## src/rtl/mem_port_resp_pkg.sv

```systemverilog
// Shared definitions for the frame-buffer memory port:
// reset/enable polarity constants and FSM state encodings.
package mem_port_resp_pkg;

  localparam logic ASSERT_L   = 1'b0;
  localparam logic DEASSERT_L = 1'b1;
  localparam logic ASSERT_H   = 1'b1;
  localparam logic DEASSERT_H = 1'b0;

  localparam int CNT_W = 4;

  typedef enum logic [1:0] {
    IDLE = 2'd0,
    WR   = 2'd1,
    RD   = 2'd2
  } state_t;

endpackage

```

## src/rtl/mem_port_resp_if.sv

```systemverilog
// Frame-buffer request side plus Avalon-MM master side of the port.
// slave is the port logic's view, master is the surrounding system's.
interface mem_port_resp_if #(
  parameter int ADDR_W = 24,
  parameter int DATA_W = 32
);

  logic              wr_en;
  logic [ADDR_W-1:0] wr_addr;
  logic [DATA_W-1:0] wr_data;
  logic              wr_rdy;
  logic              rd_en;
  logic [ADDR_W-1:0] rd_addr;
  logic              rd_rdy;
  logic [DATA_W-1:0] rd_data;
  logic              rd_data_valid;

  logic [ADDR_W-1:0] avl_addr;
  logic [DATA_W-1:0] avl_wdata;
  logic              avl_write;
  logic              avl_read;
  logic              avl_ready;
  logic [DATA_W-1:0] avl_rdata;
  logic              avl_rdata_valid;
  logic              err;

  modport slave (
    input  wr_en, wr_addr, wr_data,
    input  rd_en, rd_addr,
    input  avl_ready, avl_rdata, avl_rdata_valid,
    output wr_rdy, rd_rdy, rd_data, rd_data_valid,
    output avl_addr, avl_wdata, avl_write, avl_read,
    output err
  );

  modport master (
    output wr_en, wr_addr, wr_data,
    output rd_en, rd_addr,
    output avl_ready, avl_rdata, avl_rdata_valid,
    input  wr_rdy, rd_rdy, rd_data, rd_data_valid,
    input  avl_addr, avl_wdata, avl_write, avl_read,
    input  err
  );

endinterface

```

## src/rtl/mem_port_resp.sv

```systemverilog
// Single-command Avalon-MM master for a frame buffer, with an
// outstanding-read tracker and one-cycle registered read return.
module mem_port_resp
  import mem_port_resp_pkg::*;
#(
  parameter int ADDR_W = 24,
  parameter int DATA_W = 32,
  parameter int MAX_RD = 4
) (
  input logic clk,
  input logic reset,
  mem_port_resp_if.slave bus
);

  state_t            state, state_n;
  logic [ADDR_W-1:0] addr_q, addr_n;
  logic [DATA_W-1:0] wdata_q, wdata_n;
  logic              write_q, write_n;
  logic              read_q, read_n;
  logic [CNT_W-1:0]  rd_cnt, rd_cnt_n;
  logic [DATA_W-1:0] rdata_q;
  logic              rvalid_q;
  logic              err_q;

  logic idle;
  logic issue;
  logic ret_ok;

  assign idle  = (state == IDLE) && (reset == DEASSERT_L);
  assign issue = read_q && bus.avl_ready;

  // A return is legal if a read is outstanding or being issued now.
  assign ret_ok = bus.avl_rdata_valid
               && ((rd_cnt != '0) || issue);

  assign bus.wr_rdy = idle;
  assign bus.rd_rdy = idle && !bus.wr_en
                   && (rd_cnt < CNT_W'(MAX_RD));

  assign bus.avl_addr      = addr_q;
  assign bus.avl_wdata     = wdata_q;
  assign bus.avl_write     = write_q;
  assign bus.avl_read      = read_q;
  assign bus.rd_data       = rdata_q;
  assign bus.rd_data_valid = rvalid_q;
  assign bus.err           = err_q;

  always_comb begin
    state_n = state;
    addr_n  = addr_q;
    wdata_n = wdata_q;
    write_n = write_q;
    read_n  = read_q;
    unique case (state)
      IDLE: begin
        if (bus.wr_en && bus.wr_rdy) begin
          addr_n  = bus.wr_addr;
          wdata_n = bus.wr_data;
          write_n = ASSERT_H;
          state_n = WR;
        end else if (bus.rd_en && bus.rd_rdy) begin
          addr_n  = bus.rd_addr;
          read_n  = ASSERT_H;
          state_n = RD;
        end
      end
      WR, RD: begin
        if (bus.avl_ready) begin
          write_n = DEASSERT_H;
          read_n  = DEASSERT_H;
          state_n = IDLE;
        end
      end
      default: state_n = IDLE;
    endcase
  end

  always_comb begin
    rd_cnt_n = rd_cnt;
    unique case ({issue, ret_ok})
      2'b10:   rd_cnt_n = rd_cnt + 1'b1;
      2'b01:   rd_cnt_n = rd_cnt - 1'b1;
      default: rd_cnt_n = rd_cnt;
    endcase
  end

  always_ff @(posedge clk) begin
    if (reset == ASSERT_L) begin
      state    <= IDLE;
      addr_q   <= '0;
      wdata_q  <= '0;
      write_q  <= DEASSERT_H;
      read_q   <= DEASSERT_H;
      rd_cnt   <= '0;
      rdata_q  <= '0;
      rvalid_q <= DEASSERT_H;
      err_q    <= DEASSERT_H;
    end else begin
      state    <= state_n;
      addr_q   <= addr_n;
      wdata_q  <= wdata_n;
      write_q  <= write_n;
      read_q   <= read_n;
      rd_cnt   <= rd_cnt_n;
      rvalid_q <= ret_ok;
      if (ret_ok)
        rdata_q <= bus.avl_rdata;
      if (bus.avl_rdata_valid && !ret_ok)
        err_q <= ASSERT_H;
    end
  end

endmodule

```

## src/flat_wrapper.sv

```systemverilog
// flat-port wrapper written by rule: the top's interface ports become plain ports
module mem_port_resp_flat import mem_port_resp_pkg::*;
#(
  parameter int ADDR_W = 24,
  parameter int DATA_W = 32,
  parameter int MAX_RD = 4
)
  (clk, reset, bus_wr_en, bus_wr_addr, bus_wr_data, bus_rd_en, bus_rd_addr, bus_avl_ready, bus_avl_rdata, bus_avl_rdata_valid, bus_wr_rdy, bus_rd_rdy, bus_rd_data, bus_rd_data_valid, bus_avl_addr, bus_avl_wdata, bus_avl_write, bus_avl_read, bus_err);
  mem_port_resp_if #(.ADDR_W(ADDR_W), .DATA_W(DATA_W)) bus_i ();
  input logic clk;
  input logic reset;
  input wire logic [$bits(bus_i.wr_en)-1:0] bus_wr_en;
  input wire logic [$bits(bus_i.wr_addr)-1:0] bus_wr_addr;
  input wire logic [$bits(bus_i.wr_data)-1:0] bus_wr_data;
  input wire logic [$bits(bus_i.rd_en)-1:0] bus_rd_en;
  input wire logic [$bits(bus_i.rd_addr)-1:0] bus_rd_addr;
  input wire logic [$bits(bus_i.avl_ready)-1:0] bus_avl_ready;
  input wire logic [$bits(bus_i.avl_rdata)-1:0] bus_avl_rdata;
  input wire logic [$bits(bus_i.avl_rdata_valid)-1:0] bus_avl_rdata_valid;
  output wire logic [$bits(bus_i.wr_rdy)-1:0] bus_wr_rdy;
  output wire logic [$bits(bus_i.rd_rdy)-1:0] bus_rd_rdy;
  output wire logic [$bits(bus_i.rd_data)-1:0] bus_rd_data;
  output wire logic [$bits(bus_i.rd_data_valid)-1:0] bus_rd_data_valid;
  output wire logic [$bits(bus_i.avl_addr)-1:0] bus_avl_addr;
  output wire logic [$bits(bus_i.avl_wdata)-1:0] bus_avl_wdata;
  output wire logic [$bits(bus_i.avl_write)-1:0] bus_avl_write;
  output wire logic [$bits(bus_i.avl_read)-1:0] bus_avl_read;
  output wire logic [$bits(bus_i.err)-1:0] bus_err;
  assign bus_i.wr_en = bus_wr_en;
  assign bus_i.wr_addr = bus_wr_addr;
  assign bus_i.wr_data = bus_wr_data;
  assign bus_i.rd_en = bus_rd_en;
  assign bus_i.rd_addr = bus_rd_addr;
  assign bus_i.avl_ready = bus_avl_ready;
  assign bus_i.avl_rdata = bus_avl_rdata;
  assign bus_i.avl_rdata_valid = bus_avl_rdata_valid;
  assign bus_wr_rdy = bus_i.wr_rdy;
  assign bus_rd_rdy = bus_i.rd_rdy;
  assign bus_rd_data = bus_i.rd_data;
  assign bus_rd_data_valid = bus_i.rd_data_valid;
  assign bus_avl_addr = bus_i.avl_addr;
  assign bus_avl_wdata = bus_i.avl_wdata;
  assign bus_avl_write = bus_i.avl_write;
  assign bus_avl_read = bus_i.avl_read;
  assign bus_err = bus_i.err;
  mem_port_resp #(.ADDR_W(ADDR_W), .DATA_W(DATA_W), .MAX_RD(MAX_RD)) u_core (.clk(clk), .reset(reset), .bus(bus_i));
endmodule
```

## config.mk

```make
export PLATFORM = sky130hd
export DESIGN_NAME = mem_port_resp_flat
export DESIGN_NICKNAME = d
export VERILOG_FILES = /design/src/rtl/mem_port_resp_pkg.sv /design/src/rtl/mem_port_resp_if.sv /design/src/rtl/mem_port_resp.sv /design/src/flat_wrapper.sv
export SDC_FILE = /design/constraint.sdc
export NUM_CORES = 1
export LEC_CHECK = 0
export ABC_AREA = 1
export CELL_PAD_IN_SITES_DETAIL_PLACEMENT = 1
export CELL_PAD_IN_SITES_GLOBAL_PLACEMENT = 1
export CORE_MARGIN = 1
export CORE_UTILIZATION = 25
export CTS_BUF_LIST = sky130_fd_sc_hd__clkbuf_8 sky130_fd_sc_hd__clkbuf_16
export DETAILED_ROUTE_END_ITERATION = 16
export HOLD_SLACK_MARGIN = 0.12
export PLACE_DENSITY = 0.83
export SYNTH_ARGS = -nofsm -noshare
export SYNTH_HDL_FRONTEND = slang
export SYNTH_SLANG_ARGS = --single-unit
export TNS_END_PERCENT = 100
```

## constraint.sdc

```tcl
create_clock -name clk -period 2.75 [get_ports clk]
set_input_delay 0.55 -clock clk [delete_from_list [all_inputs] [get_ports clk]]
set_output_delay 0.55 -clock clk [all_outputs]
set_load 0.005 [all_outputs]
```

==> run metrics, run 1 <==
drt total wl=between 10000 and 15000 um; LEAKAGE=~2.7 nW; I/O pins=approximately 210; Core Area=between 0.015 and 0.02 mm^2; Synth Net Count=between 600 and 700; RSZ-0062 raised after global routing=false; max-cap violation count=0; Post-CTS Resized=0; first-pass GRT wire length=about 20000 um; CTS Buf Count=9; Syn Inst Count=547; Tot GR Track Use=between 15 and 20%; setup tns final=0 ns; hold depth=2; final period utilization=approximately 88%; pwr dens=roughly 840 mW/mm^2; FILL cells=~1900; Max Freq=just over 400 MHz; worst r2r src=u_core.rd_cnt[3]$_SDFFE_PN0P_; dpl cells=roughly 940; Netlist cell types=26; most common cell in the netlist=nand2_1; status=completed; root buffer cell=clkbuf_16; worst-skew pair later-pin latency=0.34 ns; fin. max-slew vios=0; routability cong.=about 0.77; CTS sink cnt=98; Final ANT Viol Nets=0; Worst-Margin Slew=0.623 ns; Final #Nets=approximately 870; DR vias/cell=roughly 4.3; post-synthesis area per instance=around 7.3 um^2; crit path time final=approximately 2.4 ns; drt pass-1 iters=4; Die Ht=approximately 130 um; worst-path maximum fanout=5; via count=4173; number of synthesized flops with an enable pin=0; area delta synth->final=64.7%; GR Overflow Total=0; CTS Hold Buffers Added=0; Post-synth top cells=nand2_1 (150), nor2_1 (101), dfxtp_1 (98), o21ai_0 (74), nor2_2 (22); # port buffers=between 200 and 250; CP Class=flop to output pin; yosys synthesis warning count=0; R2R setup slack=0.62 ns; die area=about 0.016 mm^2; Required @ worst endpoint=between 2 and 2.5 ns; H-tree depth=3; initial drt markers=99; Worst setup EP type=output pin; largest net degree at the start of global routing=approximately 90; Chip Width=between 100 and 150 um; Top FF cell, synth=dfxtp_1; hold crit path type=flop to flop; Yosys reg bits=98; Post-synth ARST share=0%; Mapped Area=between 0.003 and 0.004 mm^2; top cells by area, synth=dfxtp_1 (49%), nand2_1 (14%), nor2_1 (9.5%); startpoint types=flop; worst-case reg-to-reg path depth=13; CTS tree=built; Hold Fails Final Rpt=0; Starting Density=25.9%; critical path arrival=roughly 1.9 ns; Non-Filler Instances=960; vias in the first global route=roughly 4200; HP Start=u_core.bus.avl_wdata[4]$_SDFFE_PN0P_; Hold EP=u_core.bus.avl_wdata[4]$_SDFFE_PN0P_; Avg WL per Cell=between 10 and 15 um; Rows=45; layout cell share with drive strength beyond 1=about 6.7%; Worst VDD drop=roughly 0.00033 V; RR Endpoint=u_core.rd_cnt[2]$_SDFFE_PN0P_; Antenna diodes=0; Post-CTS Setup Inserts=0; top-area cell type share of the netlist area=roughly half; endpoints failing setup=0; relative slew slack=around 58%; Clock Skew=0.00595 ns; register area share after synthesis=about half; dpl hpwl=9160 um; initial antenna violation count=0; CTS Buffer Depth=2; DRC errors left=0; clk slew on worst S/H paths=roughly 0.07 ns; Fin Hold WS=between 0.4 and 0.5 ns; Yosys top cell by area=dfxtp_1
==> flip-flops by register name, indices dropped and copies added (netlist names) <==
register and cells:
u_core.bus.rd_data 32, u_core.bus.avl_read 1, u_core.bus.avl_addr 24, u_core.bus.rd_data_valid 1, u_core.state 2, u_core.rd_cnt 4
u_core.bus.avl_write 1, u_core.bus.avl_wdata 32, u_core.bus.err 1
==> worst max path at each step <==
| stage | start | to | slack [ns] | cells past startpoint |
|---|---|---|---|---|
| floorplan | bus_avl_ready | u_core.rd_cnt[2]$_SDFFE_PN0P_ | 0.56 | 14 |
| CTS | u_core.state[1]$_SDFFE_PN0P_ | bus_rd_rdy | 0.26 | 5 |
| detailed placement | bus_avl_ready | u_core.rd_cnt[2]$_SDFFE_PN0P_ | 0.13 | 14 |
| global placement | bus_avl_ready | u_core.rd_cnt[2]$_SDFFE_PN0P_ | 0.25 | 14 |
| finish | u_core.state[1]$_SDFFE_PN0P_ | bus_rd_rdy | 0.32 | 5 |
| global route | u_core.state[1]$_SDFFE_PN0P_ | bus_rd_rdy | 0.13 | 5 |
==> logic make-up after synthesis <==
logic type	after synthesis	synth area share, %
AND/OR/NAND/NOR	288	29.8
adder cells (fa/ha/maj)	4	1.26
AO/OA/AOI/OAI	102	12.9
XOR/XNOR	2	0.440
flip-flops	98	49.2
buffers and inverters	53	6.43
==> per-stage QoR <==
step / setup slack (ns) / power, mW / utilization [%] / instance area (um^2)
after global routing: 0.126 / 5.93 / 42.7 / 6560
after global placement: 0.252 / 4.15 / 40.6 / 6240
final: 0.319 / 5.51 / 42.7 / 6560
after floorplan: 0.564 / 3.08 / - / 3990
after detailed placement: 0.131 / 4.21 / 40.6 / 6240
after CTS: 0.263 / 5.63 / 42.7 / 6560
==> critical path, stage by stage, from the launching register on <==
cell	delay (ns)
dfxtp_1	0.30
inv_1	0.06
ha_1	0.27
nand2_2	0.16
nor4_1	0.20
clkdlybuf4s50_1	0.55
==> metal layers <==
metal	up-vias	GRT usage [%]	part of all wire (%)
met4	0	5.33	1.1
met5	-	0	0
li1	2110	-	-
met3	12	6.01	9.4
met1	1902	17.3	41
met2	149	28.0	48
==> area by class of cell <==
class / count / area [um^2] / area share, %
inverters: 22 / 85.1 / 1.30
repair buffers: 217 / 2160 / 33.0
well taps: 211 / 264 / 4.02
multi-input cells: 396 / 1770 / 26.9
clock inverters: 6 / 81.3 / 1.24
clock buffers: 10 / 239 / 3.64
flip-flops and latches: 98 / 1960 / 29.9
==> cells in the final DEF (no fill, tap or decap), types with 2 or more instances in the layout <==
master | synthesis | final
clkdlybuf4s50_1 | 0 | 210
nand2_1 | 150 | 150
nor2_1 | 101 | 101
dfxtp_1 | 98 | 98
o21ai_0 | 74 | 74
nor2_2 | 22 | 22
inv_1 | 20 | 22
o21ai_1 | 20 | 20
clkbuf_16 | 0 | 9
a21oi_1 | 7 | 7
nand3_1 | 7 | 7
buf_4 | 4 | 5
ha_1 | 4 | 4
nand4_1 | 2 | 2
nand2_2 | 2 | 2
xnor2_1 | 2 | 2
bufinv_16 | 0 | 2
==> power breakdown <==
| group | internal, mW | switching, mW |
|---|---|---|
| Sequential | 1.80 | 0.198 |
| Combinational | 1.11 | 1.04 |
| Clock | 0.818 | 0.543 |
(Power assumes the default switching activity.)
==> run 2, diff against run 1 <==
--- a/config.mk
+++ b/config.mk
@@ -8,6 +8,7 @@
 export ABC_AREA = 1
 export CELL_PAD_IN_SITES_DETAIL_PLACEMENT = 1
 export CELL_PAD_IN_SITES_GLOBAL_PLACEMENT = 1
+export CORE_ASPECT_RATIO = 1.75
 export CORE_MARGIN = 1
 export CORE_UTILIZATION = 25
 export CTS_BUF_LIST = sky130_fd_sc_hd__clkbuf_8 sky130_fd_sc_hd__clkbuf_16
==> constraint.sdc (replaced) <==
create_clock -name clk -period 2.64 [get_ports clk]
set_input_delay 0.528 -clock clk [delete_from_list [all_inputs] [get_ports clk]]
set_output_delay 0.528 -clock clk [all_outputs]
set_load 0.005 [all_outputs]
==> run 2 against run 1 <==
  * Power up 2.8%
  * Count of clock-buffer cells in the layout down 1
  * Combinational power up 5%
  * Register-to-register slack worse by 0.04 ns
  * First-iteration DRC count up 14%
  * Critical path depth unchanged
  * Via count up 0.29%
  * Sequential power up 4%
  * Die area up 0.12%
  * Setup slack worse by 0.12 ns
  * Global-route usage up 0.29 points
  * Core utilization down 0.52 points
==> run metrics, run 2 (synthesized netlist as in run 1, its figures left out) <==
Core Area=0.0155 mm^2 (+0.61%); Slowest-stage cell, CP=clkdlybuf4s50_1; DR vias/cell=4.46 (+2.5%); CP max stage delay=0.54 ns (about the same); CTS tree=built; Starting Density=25.8% (-0.16 points); Rows=60 (+33%); CTS Buffer Depth=2 (unchanged); max-cap violation count=0 (unchanged); Die Ht=169 um (+32%); status=completed; Clock Skew=0.0100 ns (+0.00405 ns); pwr dens=869 mW/mm^2 (+3.5%); Hold EP=u_core.bus.avl_wdata[19]$_SDFFE_PN0P_; Avg WL per Cell=14.2 um (+6.3%); via count=4185 (+0.29%); worst-path maximum fanout=5 (unchanged); Post-CTS Setup Inserts=0 (unchanged); worst-case reg-to-reg path depth=13 (unchanged); CP Class=flop to output pin; drt total wl=13300 um (+3.9%); I/O pins=212 (unchanged); DRC errors left=0 (unchanged); WP buf/inv=2 (unchanged); dpl hpwl=10100 um (+11%); Setup WS pre-CTS=0.0420 ns (-0.0891 ns); Cell Chain, Critical Path=inv_1, ha_1, nand2_2, nor4_1, clkdlybuf4s50_1; final core utilization=42.2% (-0.52 points); Required @ worst endpoint=2.11 ns (-0.09 ns); drt pass-1 iters=4 (unchanged); layout cell share with drive strength beyond 1=7.30% (+0.63 points); startpoint types=flop; R2R setup slack=0.58 ns (-0.04 ns); HP Start=u_core.bus.avl_wdata[19]$_SDFFE_PN0P_; Chip Width=97.5 um (-24%); worst setup margin=0.203 ns (-0.115 ns); LEAKAGE=2.68 nW (about the same); Fin Hold WS=0.473 ns (-0.00193 ns); Final ANT Viol Nets=0 (unchanged); register area=0.00196 mm^2 (unchanged); vias in the first global route=4259 (+2.2%); FILL cells=1860 (-0.16%); relative slew slack=58.3% (-0.078 points); multi-input logic area=0.00177 mm^2 (unchanged); final period utilization=between 90% and 100%; CTS Buf Count=9 (unchanged); area delta synth->final=63.7%; setup tns final=0 ns (unchanged); fin. max-slew vios=0 (unchanged); Antenna diodes=0 (unchanged); RSZ-0062 raised after global routing=false; Worst VDD drop=0.000345 V (+4.0%); largest net degree at the start of global routing=51 (-44%); H-tree depth=3 (unchanged); Hold Fails Final Rpt=0 (unchanged); hold crit path type=flop to flop; worst-skew pair later-pin latency=0.34 ns (about the same); routability cong.=0.769 (about the same); crit path time final=between 2 and 2.5 ns; initial drt markers=113 (+14%); Final #Nets=870 (+0.46%); first-pass GRT wire length=21000 um (+2.3%); Tot GR Track Use=16.2% (+0.29 points); Max Freq=around 400 MHz; GR Overflow Total=0 (unchanged); endpoints failing setup=0 (unchanged); root buffer cell=clkbuf_16; RR Endpoint=u_core.rd_cnt[2]$_SDFFE_PN0P_; Worst-Margin Slew=0.624 ns (+0.00117 ns); Post-CTS Resized=0 (unchanged); die area=0.0165 mm^2 (+0.12%); CTS Hold Buffers Added=0 (unchanged); Worst setup EP type=output pin; commonest cells after routing, fill and taps aside=clkdlybuf4s50_1 (210), nand2_1 (150), nor2_1 (101); clk slew on worst S/H paths=0.07 ns (about the same); hold depth=2 (unchanged); # port buffers=211 (unchanged); commonest non-fill, non-tap cell in the layout=clkdlybuf4s50_1; critical path arrival=1.91 ns (+0.03 ns); total power=5.67 mW (+2.8%); CTS sink cnt=98 (unchanged); worst r2r src=u_core.rd_cnt[3]$_SDFFE_PN0P_; initial antenna violation count=0 (unchanged); critical path's top delay family=buffers and inverters
[run 2: cell count changes in the layout (fill, tap and decap cells not counted)]
cell        delta
clkbuf_8       -1
inv_6          +1
bufinv_16      -1
clkinvlp_4     +1
inv_1          -1
buf_12         -1
clkinv_2       +1
buf_4          +5
[run 2: layout make-up]
class	instances	area share, %
inverter	22	1.30
clock buffer	9	3.45
multi-input combinational	396	27.1
tap	186	3.57
sequential	98	30.1
clock inverter	7	1.05
timing repair buffer	221	33.4
[run 2: worst max path at each step]
stage	startpoint	endpoint	slack, ns	cells after the start
finish	u_core.state[1]$_SDFFE_PN0P_	bus_rd_rdy	0.20	5
detailed placement	bus_avl_ready	u_core.rd_cnt[2]$_SDFFE_PN0P_	0.04	14
CTS	u_core.state[1]$_SDFFE_PN0P_	bus_rd_rdy	0.15	5
global placement	bus_avl_ready	u_core.rd_cnt[2]$_SDFFE_PN0P_	0.16	14
global route	u_core.state[1]$_SDFFE_PN0P_	bus_rd_rdy	0.12	5
floorplan	bus_avl_ready	u_core.rd_cnt[2]$_SDFFE_PN0P_	0.48	14
[run 2: metrics by stage]
step                      cells  cell area [um^2]
final                       939              6520
after global routing        939              6520
after CTS                   939              6520
after detailed placement    923              6230
after global placement      923              6230
after floorplan             547              3990
[run 2: metal layers]
layer | part of all wire, % | global-route usage [%] | vias up
li1 | - | - | 2121
met1 | 36 | 15.7 | 1896
met2 | 56 | 31.5 | 139
met3 | 4.2 | 3.06 | 29
met4 | 3.9 | 8.76 | 0
met5 | 0 | 0 | -
[run 2: report_power, final]
part           switching [mW]  leakage, nW  internal (mW)
combinational            1.09         1.73           1.17
sequential              0.209        0.809           1.88
clock                   0.584        0.147          0.736
total                    1.89         2.68           3.78
[run 2: worst reg2reg max path: stages, from the launching register on]
cell	delay, ns
dfxtp_1	0.37
nor2_2	0.22
nand4_1	0.16
nand2_2	0.09
inv_1	0.06
ha_1	0.23
nand2_1	0.09
inv_1	0.05
nor2_1	0.13
ha_1	0.17
a21oi_1	0.05
xnor2_1	0.13
o21ai_0	0.14
inv_1	0.05
